===== src/rtl/const_div_seq_ctrl_if.sv =====
// Handshake bundle for const_div_seq_ctrl: dividend in (valid/ready), quotient/remainder out (valid/ready).
interface const_div_seq_ctrl_if #(
  parameter int WIDTH = 24,
  parameter int RW    = 6
);
  logic             in_valid;
  logic             in_ready;
  logic [WIDTH-1:0] in_data;
  logic             out_valid;
  logic             out_ready;
  logic [WIDTH-1:0] quot;
  logic [RW-1:0]    rem;

  modport master (
    output in_valid, in_data, out_ready,
    input  in_ready, out_valid, quot, rem
  );

  modport slave (
    input  in_valid, in_data, out_ready,
    output in_ready, out_valid, quot, rem
  );
endinterface


===== src/rtl/const_div_seq_ctrl.sv =====
// Multicycle divide-by-constant: one CHUNK-bit digit per clock, MSB first.
// Optional macro CONST_DIV_SEQ_LZ_SKIP_EN skips leading all-zero chunks on accept.
module const_div_seq_ctrl #(
  parameter int WIDTH   = 24,
  parameter int DIVISOR = 47,
  parameter int CHUNK   = 3,
  parameter int RW      = 6
) (
  input  logic                  clk,
  input  logic                  rst,
  input  logic                  soft_clr,
  const_div_seq_ctrl_if.slave   bus,
  output logic                  busy
);

  localparam int STEPS = WIDTH / CHUNK;
  localparam int CW    = (STEPS > 1) ? $clog2(STEPS) : 1;
  localparam int TW    = RW + CHUNK;
  localparam logic [TW-1:0] DIV_T = TW'(DIVISOR);

  if (WIDTH % CHUNK != 0) begin : g_bad_width
    $error("WIDTH must be a multiple of CHUNK");
  end
  if ((DIVISOR % 2 == 0) || (DIVISOR < 3) || (DIVISOR > (1 << RW) - 1)) begin : g_bad_divisor
    $error("DIVISOR must be odd and within 3..2^RW-1");
  end

  typedef enum logic [1:0] {IDLE, RUN, DONE} state_e;

  state_e           state_q, state_d;
  logic [WIDTH-1:0] sh_q, sh_d;
  logic [WIDTH-1:0] quot_q, quot_d;
  logic [RW-1:0]    r_q, r_d;
  logic [CW-1:0]    cnt_q, cnt_d;

  // Digit step: (r, d) -> (q_digit, r'); r < DIVISOR keeps q_digit within CHUNK bits.
  logic [CHUNK-1:0] digit;
  logic [TW-1:0]    t;
  logic [CHUNK-1:0] q_digit;
  logic [RW-1:0]    r_next;

  assign digit   = sh_q[WIDTH-1 -: CHUNK];
  assign t       = {r_q, digit};
  assign q_digit = CHUNK'(t / DIV_T);
  assign r_next  = RW'(t % DIV_T);

  logic [WIDTH-1:0] load_sh;
  logic [CW-1:0]    load_cnt;

`ifdef CONST_DIV_SEQ_LZ_SKIP_EN
  // A zero dividend still runs one step (d=0 gives q=0, r=0) for a uniform 1-edge latency.
  int sig_chunks;
  always_comb begin
    sig_chunks = 1;
    for (int i = 0; i < STEPS; i++) begin
      if (bus.in_data[i*CHUNK +: CHUNK] != '0) sig_chunks = i + 1;
    end
    load_sh  = bus.in_data << (CHUNK * (STEPS - sig_chunks));
    load_cnt = CW'(sig_chunks - 1);
  end
`else
  assign load_sh  = bus.in_data;
  assign load_cnt = CW'(STEPS - 1);
`endif

  // NOTE: sequential state uses non-blocking assignments so every register samples pre-edge values.
  always_ff @(posedge clk or posedge rst) begin
    if (rst) state_q <= IDLE;
    else     state_q <= state_d;
  end

  // NOTE: every comb output gets a default first, so no path leaves it unassigned and no latch is inferred.
  always_comb begin
    state_d = state_q;
    if (soft_clr) begin
      state_d = IDLE;
    end else begin
      case (state_q)
        IDLE:    if (bus.in_valid)    state_d = RUN;
        RUN:     if (cnt_q == '0)     state_d = DONE;
        DONE:    if (bus.out_ready)   state_d = IDLE;
        default:                      state_d = IDLE;
      endcase
    end
  end

  always_comb begin
    bus.in_ready  = (state_q == IDLE);
    bus.out_valid = (state_q == DONE);
    busy          = (state_q == RUN);
  end

  always_comb begin
    sh_d   = sh_q;
    quot_d = quot_q;
    r_d    = r_q;
    cnt_d  = cnt_q;
    if (!soft_clr) begin
      case (state_q)
        IDLE: begin
          if (bus.in_valid) begin
            sh_d   = load_sh;
            quot_d = '0;
            r_d    = '0;
            cnt_d  = load_cnt;
          end
        end
        RUN: begin
          r_d    = r_next;
          quot_d = (quot_q << CHUNK) | WIDTH'(q_digit);
          sh_d   = sh_q << CHUNK;
          if (cnt_q != '0) cnt_d = cnt_q - CW'(1);
        end
        default: ;
      endcase
    end
  end

  // NOTE: datapath registers are reset too, so quot/rem read as zero before the first result.
  always_ff @(posedge clk or posedge rst) begin
    if (rst) begin
      sh_q   <= '0;
      quot_q <= '0;
      r_q    <= '0;
      cnt_q  <= '0;
    end else begin
      sh_q   <= sh_d;
      quot_q <= quot_d;
      r_q    <= r_d;
      cnt_q  <= cnt_d;
    end
  end

  assign bus.quot = quot_q;
  assign bus.rem  = r_q;

endmodule


===== src/flat_wrapper.sv =====
// flat-port wrapper written by rule: the top's interface ports become plain ports
module const_div_seq_ctrl_flat 
#(
  parameter int WIDTH   = 24,
  parameter int DIVISOR = 47,
  parameter int CHUNK   = 3,
  parameter int RW      = 6
)
  (clk, rst, soft_clr, busy, bus_in_valid, bus_in_data, bus_out_ready, bus_in_ready, bus_out_valid, bus_quot, bus_rem);
  const_div_seq_ctrl_if #(.WIDTH(WIDTH), .RW(RW)) bus_i ();
  input  logic clk;
  input  logic rst;
  input  logic soft_clr;
  output logic busy;
  input wire logic [$bits(bus_i.in_valid)-1:0] bus_in_valid;
  input wire logic [$bits(bus_i.in_data)-1:0] bus_in_data;
  input wire logic [$bits(bus_i.out_ready)-1:0] bus_out_ready;
  output wire logic [$bits(bus_i.in_ready)-1:0] bus_in_ready;
  output wire logic [$bits(bus_i.out_valid)-1:0] bus_out_valid;
  output wire logic [$bits(bus_i.quot)-1:0] bus_quot;
  output wire logic [$bits(bus_i.rem)-1:0] bus_rem;
  assign bus_i.in_valid = bus_in_valid;
  assign bus_i.in_data = bus_in_data;
  assign bus_i.out_ready = bus_out_ready;
  assign bus_in_ready = bus_i.in_ready;
  assign bus_out_valid = bus_i.out_valid;
  assign bus_quot = bus_i.quot;
  assign bus_rem = bus_i.rem;
  const_div_seq_ctrl #(.WIDTH(WIDTH), .DIVISOR(DIVISOR), .CHUNK(CHUNK), .RW(RW)) u_core (.clk(clk), .rst(rst), .soft_clr(soft_clr), .bus(bus_i), .busy(busy));
endmodule

===== config.mk =====
export PLATFORM = sky130hd
export DESIGN_NAME = const_div_seq_ctrl_flat
export DESIGN_NICKNAME = d
export VERILOG_FILES = /design/src/rtl/const_div_seq_ctrl_if.sv /design/src/rtl/const_div_seq_ctrl.sv /design/src/flat_wrapper.sv
export SDC_FILE = /design/constraint.sdc
export NUM_CORES = 1
export LEC_CHECK = 0
export CAP_MARGIN = 15
export CELL_PAD_IN_SITES_DETAIL_PLACEMENT = 0
export CELL_PAD_IN_SITES_GLOBAL_PLACEMENT = 2
export CORE_UTILIZATION = 33
export CTS_BUF_LIST = sky130_fd_sc_hd__clkbuf_16
export DETAILED_ROUTE_END_ITERATION = 8
export PLACE_DENSITY = 0.91
export RECOVER_POWER = 50
export SLEW_MARGIN = 25
export SYNTH_ARGS = -nofsm -noshare
export SYNTH_HDL_FRONTEND = slang
export SYNTH_SLANG_ARGS = --single-unit
export TNS_END_PERCENT = 20

===== constraint.sdc =====
create_clock -name clk -period 5.3 [get_ports clk]
set_clock_uncertainty 0.05 [all_clocks]
set_input_delay 0.53 -clock clk [delete_from_list [all_inputs] [get_ports clk]]
set_output_delay 0.53 -clock clk [all_outputs]
set_load 0.02 [all_outputs]

==> metrics.log <==
[metrics] run status: complete, but fails checks
[metrics] violations in the final reports: max-capacitance violations, max-slew violations
[metrics] post-cts sizing count: 0
[metrics] placed instance count: just over 500
[metrics] commonest cells after routing, fill and taps aside: sky130_fd_sc_hd__clkdlybuf4s50_1, sky130_fd_sc_hd__dfrtp_1, sky130_fd_sc_hd__nand2_1
[metrics] number of standard cells in the final layout excluding fillers: 531
[metrics] number of filler cells placed in the layout: 933
[metrics] beginning of the worst register-to-register path: u_core.bus.rem[0]
[metrics] global route overflow: 0
[metrics] cell type with the largest total area after synthesis: sky130_fd_sc_hd__dfrtp_1
[metrics] wire length of the first global-routing pass: about 14 mm
[metrics] min cycle time layout: 4271 ps
[metrics] power density over cell area: between 400 and 500 nW/µm²
[metrics] area of all placed cells without fillers: ~4400 µm²
[metrics] setup slack after layout: between 1000 and 1500 ps
[metrics] count of endpoints failing setup in the final report: 0
[metrics] minimum setup slack after placement: approximately 1100 ps
[metrics] post-route DRC violation count: 0
[metrics] Num CTS Buffers: 9
[metrics] DRT met1 WL: roughly 3.8 mm
[metrics] hold buffer count at cts: 0
[metrics] half-perimeter wire length of the detailed placement result: between 5 and 6 mm
[metrics] list of cells traversed by the critical path: ha_1 -> and4b_1 -> a221oi_1 -> o22ai_1 -> a31oi_1 -> ha_1 -> nand2_1 -> a2111oi_2 -> o221a_2 -> o32a_1 -> a21bo_1 -> nor2_2 -> mux2i_1 -> o21ai_1
[metrics] slew at the pin closest to its max-slew limit: around 3100 ps
[metrics] setup slack on the worst flop-to-flop path: between 1000 and 1500 ps
[metrics] wire per inst: ~15 µm
[metrics] Avg Synthesized Cell Area: 10.01 µm²
[metrics] commonest non-fill, non-tap cell in the layout: sky130_fd_sc_hd__clkdlybuf4s50_1
[metrics] Worst Hold Path EP: u_core.sh_q[12]
[metrics] Tot Pwr: ~2 mW
[metrics] fraction of registers with async set/reset: between 90% and 100%
[metrics] nets: about 430
[metrics] Syn. warnings: 0
[metrics] pin count of the biggest net entering global routing: 60
[metrics] count of unique library cells instantiated by Yosys: 70
[metrics] chip height: between 100 and 150 µm
[metrics] number of cells produced by synthesis: 340
[metrics] Root Buffer: sky130_fd_sc_hd__clkbuf_16
[metrics] Largest delay share family, worst path: compound AO/OA/AOI/OAI gates
[metrics] endpoint of the worst-slack reg-to-reg timing path: u_core.bus.rem[1]
[metrics] count of port buffers added during placement: 61
[metrics] drt total wl: about 8.0 mm
[metrics] cells on worst reg2reg path: 14
[metrics] Placeable Area: around 10000 µm²
[metrics] Final Hold Vio Count: 0
[metrics] first drt pass iteration count: 4
[metrics] Overall Global Routing Usage: between 10% and 20%
[metrics] placer congestion estimate: 0.8256
[metrics] Leakage: 1.851 nW
[metrics] Setup Buffers After CTS: 0
[metrics] startpoint of the tightest hold check path: u_core.sh_q[12]
[metrics] drt initial violations: 110
[metrics] Crit path buffers/inverters: 0
[metrics] Die ar.: roughly 11000 µm²
[metrics] number of enable-type register cells in the synthesized netlist: 0
[metrics] area of the multi-input gates: about 1800 µm²
[metrics] path category of the worst min-delay check: flop to flop
[metrics] number of antenna violations at the first check in global routing: 0
[metrics] net count after synthesis: ~370
[metrics] kind of start point of the critical path: flop
[metrics] IO Count: 62
[metrics] Max-Cap Viols: 2
[metrics] area of all sequential standard cells: about 1500 µm²
[metrics] number of sinks on the clock net: between 50 and 60
[metrics] largest cells by area after synthesis: sky130_fd_sc_hd__dfrtp_1, sky130_fd_sc_hd__mux2i_1, sky130_fd_sc_hd__a22o_1, sky130_fd_sc_hd__nand2_1, sky130_fd_sc_hd__o21ai_0
[metrics] area overhead of the layout relative to synthesis: 28.47%
[metrics] required time of the critical path: ~5400 ps
[metrics] highest metal layer with signal wires: met4
[metrics] vias in the first global route: approximately 2700
[metrics] unrepaired setup endpoints after global routing: false
[metrics] Starting Density: roughly a third
[metrics] setup TNS: 0 ps
[metrics] Vias per Instance: about 5.3
[metrics] Max-Slew Margin vs Limit: -104.4%
[metrics] worst voltage drop across the vdd grid: about 190 µV
[metrics] instance area after placement: approximately 4100 µm²
[metrics] Worst-Skew Late Latency: between 300 and 400 ps
[metrics] Clk pin slew, worst setup/hold paths: roughly 50 ps
[metrics] Setup crit end kind: flop
[metrics] Die Wd: between 100 and 150 µm
[metrics] Yosys top cell area share: 43.40%
[metrics] register bit count reported by yosys: between 50 and 60
[metrics] leading register cell type out of synthesis: sky130_fd_sc_hd__dfrtp_1
[metrics] CP Class: flop to flop
[metrics] Diodes inserted: 0
[metrics] crit path DAT: approximately 4400 ps
[metrics] number of instances on the worst hold path: 2
[metrics] # rows: 36
[metrics] remaining antenna violation count: 0
[metrics] Achievable Freq: between 200 and 250 MHz
[metrics] synthesized area: 3402 µm²
[metrics] share of cells above drive strength 1: 10.05%
[metrics] crit-path most repeated cell: sky130_fd_sc_hd__ha_1
[metrics] final clock period utilization by the worst path: between 80 and 90%
[metrics] htree depth: 3
[metrics] Critical Path Max Stage Delay: between 500 and 600 ps
[metrics] share of synthesized area occupied by flip-flops and latches: 43.40%
[metrics] number of buffers on the longest clock path: 2
[metrics] max-slew violation count: 87
[metrics] clock tree from TritonCTS: built
[metrics] slowest cell on the critical path: sky130_fd_sc_hd__dfrtp_1
[metrics] worst-path fanout max: 17
[metrics] met2 routed WL: 3.765 mm
[metrics] total via count in the routed design: about 2800
[metrics] met3 wire length: roughly 280 µm
[metrics] startpoint of the worst setup timing path: u_core.bus.rem[0]
cell type report:
class                   count  area share (%)
clock buffers               9           5.153
repair buffers             65           14.40
multi-input cells         250           41.14
flip-flops and latches     59           33.78
clock inverters             7           1.031
inverters                   8          0.6871
well taps                 133           3.808
sequential cells by signal, indices dropped and copies added (netlist names):
signal / count
u_core.cnt_q: 3
u_core.sh_q: 24
u_core.bus.quot: 24
u_core.state_q: 2
u_core.bus.rem: 6
tightest hold or removal path: cells and delay by family, from the launching register on:
family | cells | cell delay, ps
flip-flops | 1 | 340
AO/OA/AOI/OAI | 1 | 60
AND/OR/NAND/NOR | 1 | 50
through the flow:
step | hold slack (ps) | util (%)
floorplan | 399.6 | -
global placement | 410.1 | 41.68
detailed placement | 420.7 | 41.68
CTS | 432.5 | 44.42
global route | 453.2 | 44.30
finish | 424.5 | 44.30
cells in the mapped netlist (2+ instances only):
cell type,n
sky130_fd_sc_hd__nor2b_1,7
sky130_fd_sc_hd__o221a_2,2
sky130_fd_sc_hd__buf_2,2
sky130_fd_sc_hd__o21ai_1,7
sky130_fd_sc_hd__nand3_1,5
sky130_fd_sc_hd__a31oi_1,7
sky130_fd_sc_hd__and3_1,4
sky130_fd_sc_hd__o31a_1,4
sky130_fd_sc_hd__mux2i_1,25
sky130_fd_sc_hd__nand2b_1,2
sky130_fd_sc_hd__dfrtp_1,59
sky130_fd_sc_hd__a22o_1,25
sky130_fd_sc_hd__ha_1,5
sky130_fd_sc_hd__mux2_2,4
sky130_fd_sc_hd__o32a_1,2
sky130_fd_sc_hd__o211a_1,3
sky130_fd_sc_hd__o21ai_0,26
sky130_fd_sc_hd__nor2_1,9
sky130_fd_sc_hd__nand2_1,43
sky130_fd_sc_hd__o21bai_1,2
sky130_fd_sc_hd__a31o_2,3
sky130_fd_sc_hd__buf_4,2
sky130_fd_sc_hd__xnor2_1,3
sky130_fd_sc_hd__nand3b_1,4
sky130_fd_sc_hd__nor3_1,6
sky130_fd_sc_hd__inv_1,7
sky130_fd_sc_hd__buf_6,2
sky130_fd_sc_hd__a21oi_1,7
sky130_fd_sc_hd__a41oi_1,2
sky130_fd_sc_hd__o31ai_1,2
sky130_fd_sc_hd__and2_1,4
sky130_fd_sc_hd__clkbuf_1,16
sky130_fd_sc_hd__xor2_1,2
per-layer routing:
layer	vias to the layer above	global-route usage (%)
met4	0	7.350
li1	1374	-
met3	18	3.713
met2	58	24.54
met1	1364	20.45
met5	-	0
cell families (layout without fill, tap and decap cells):
family	Yosys count	after routing	synth area share [%]
mux	30	30	9.121
flops	59	59	43.40
fa+ha+maj	6	6	2.133
simple gates	96	96	14.23
compound gates	113	113	25.67
xor+xnor	5	5	1.287
buf+inv	31	89	4.156
worst max-delay path by stage:
stage	end	slack, ps	depth (start not counted)
detailed placement	u_core.bus.rem[2]	1070	14
global placement	u_core.bus.rem[2]	1110	14
global route	u_core.bus.rem[1]	680	14
CTS	u_core.bus.rem[1]	1060	14
finish	u_core.bus.rem[1]	1030	14
floorplan	u_core.bus.rem[2]	1460	16
where the power goes:
part           leakage (nW)  internal [mW]  switching [mW]
Sequential            0.771          0.524           0.128
Clock                 0.125          0.313           0.203
Combinational         0.955          0.384           0.459
Note: power is estimated with default switching activity, not from simulation.
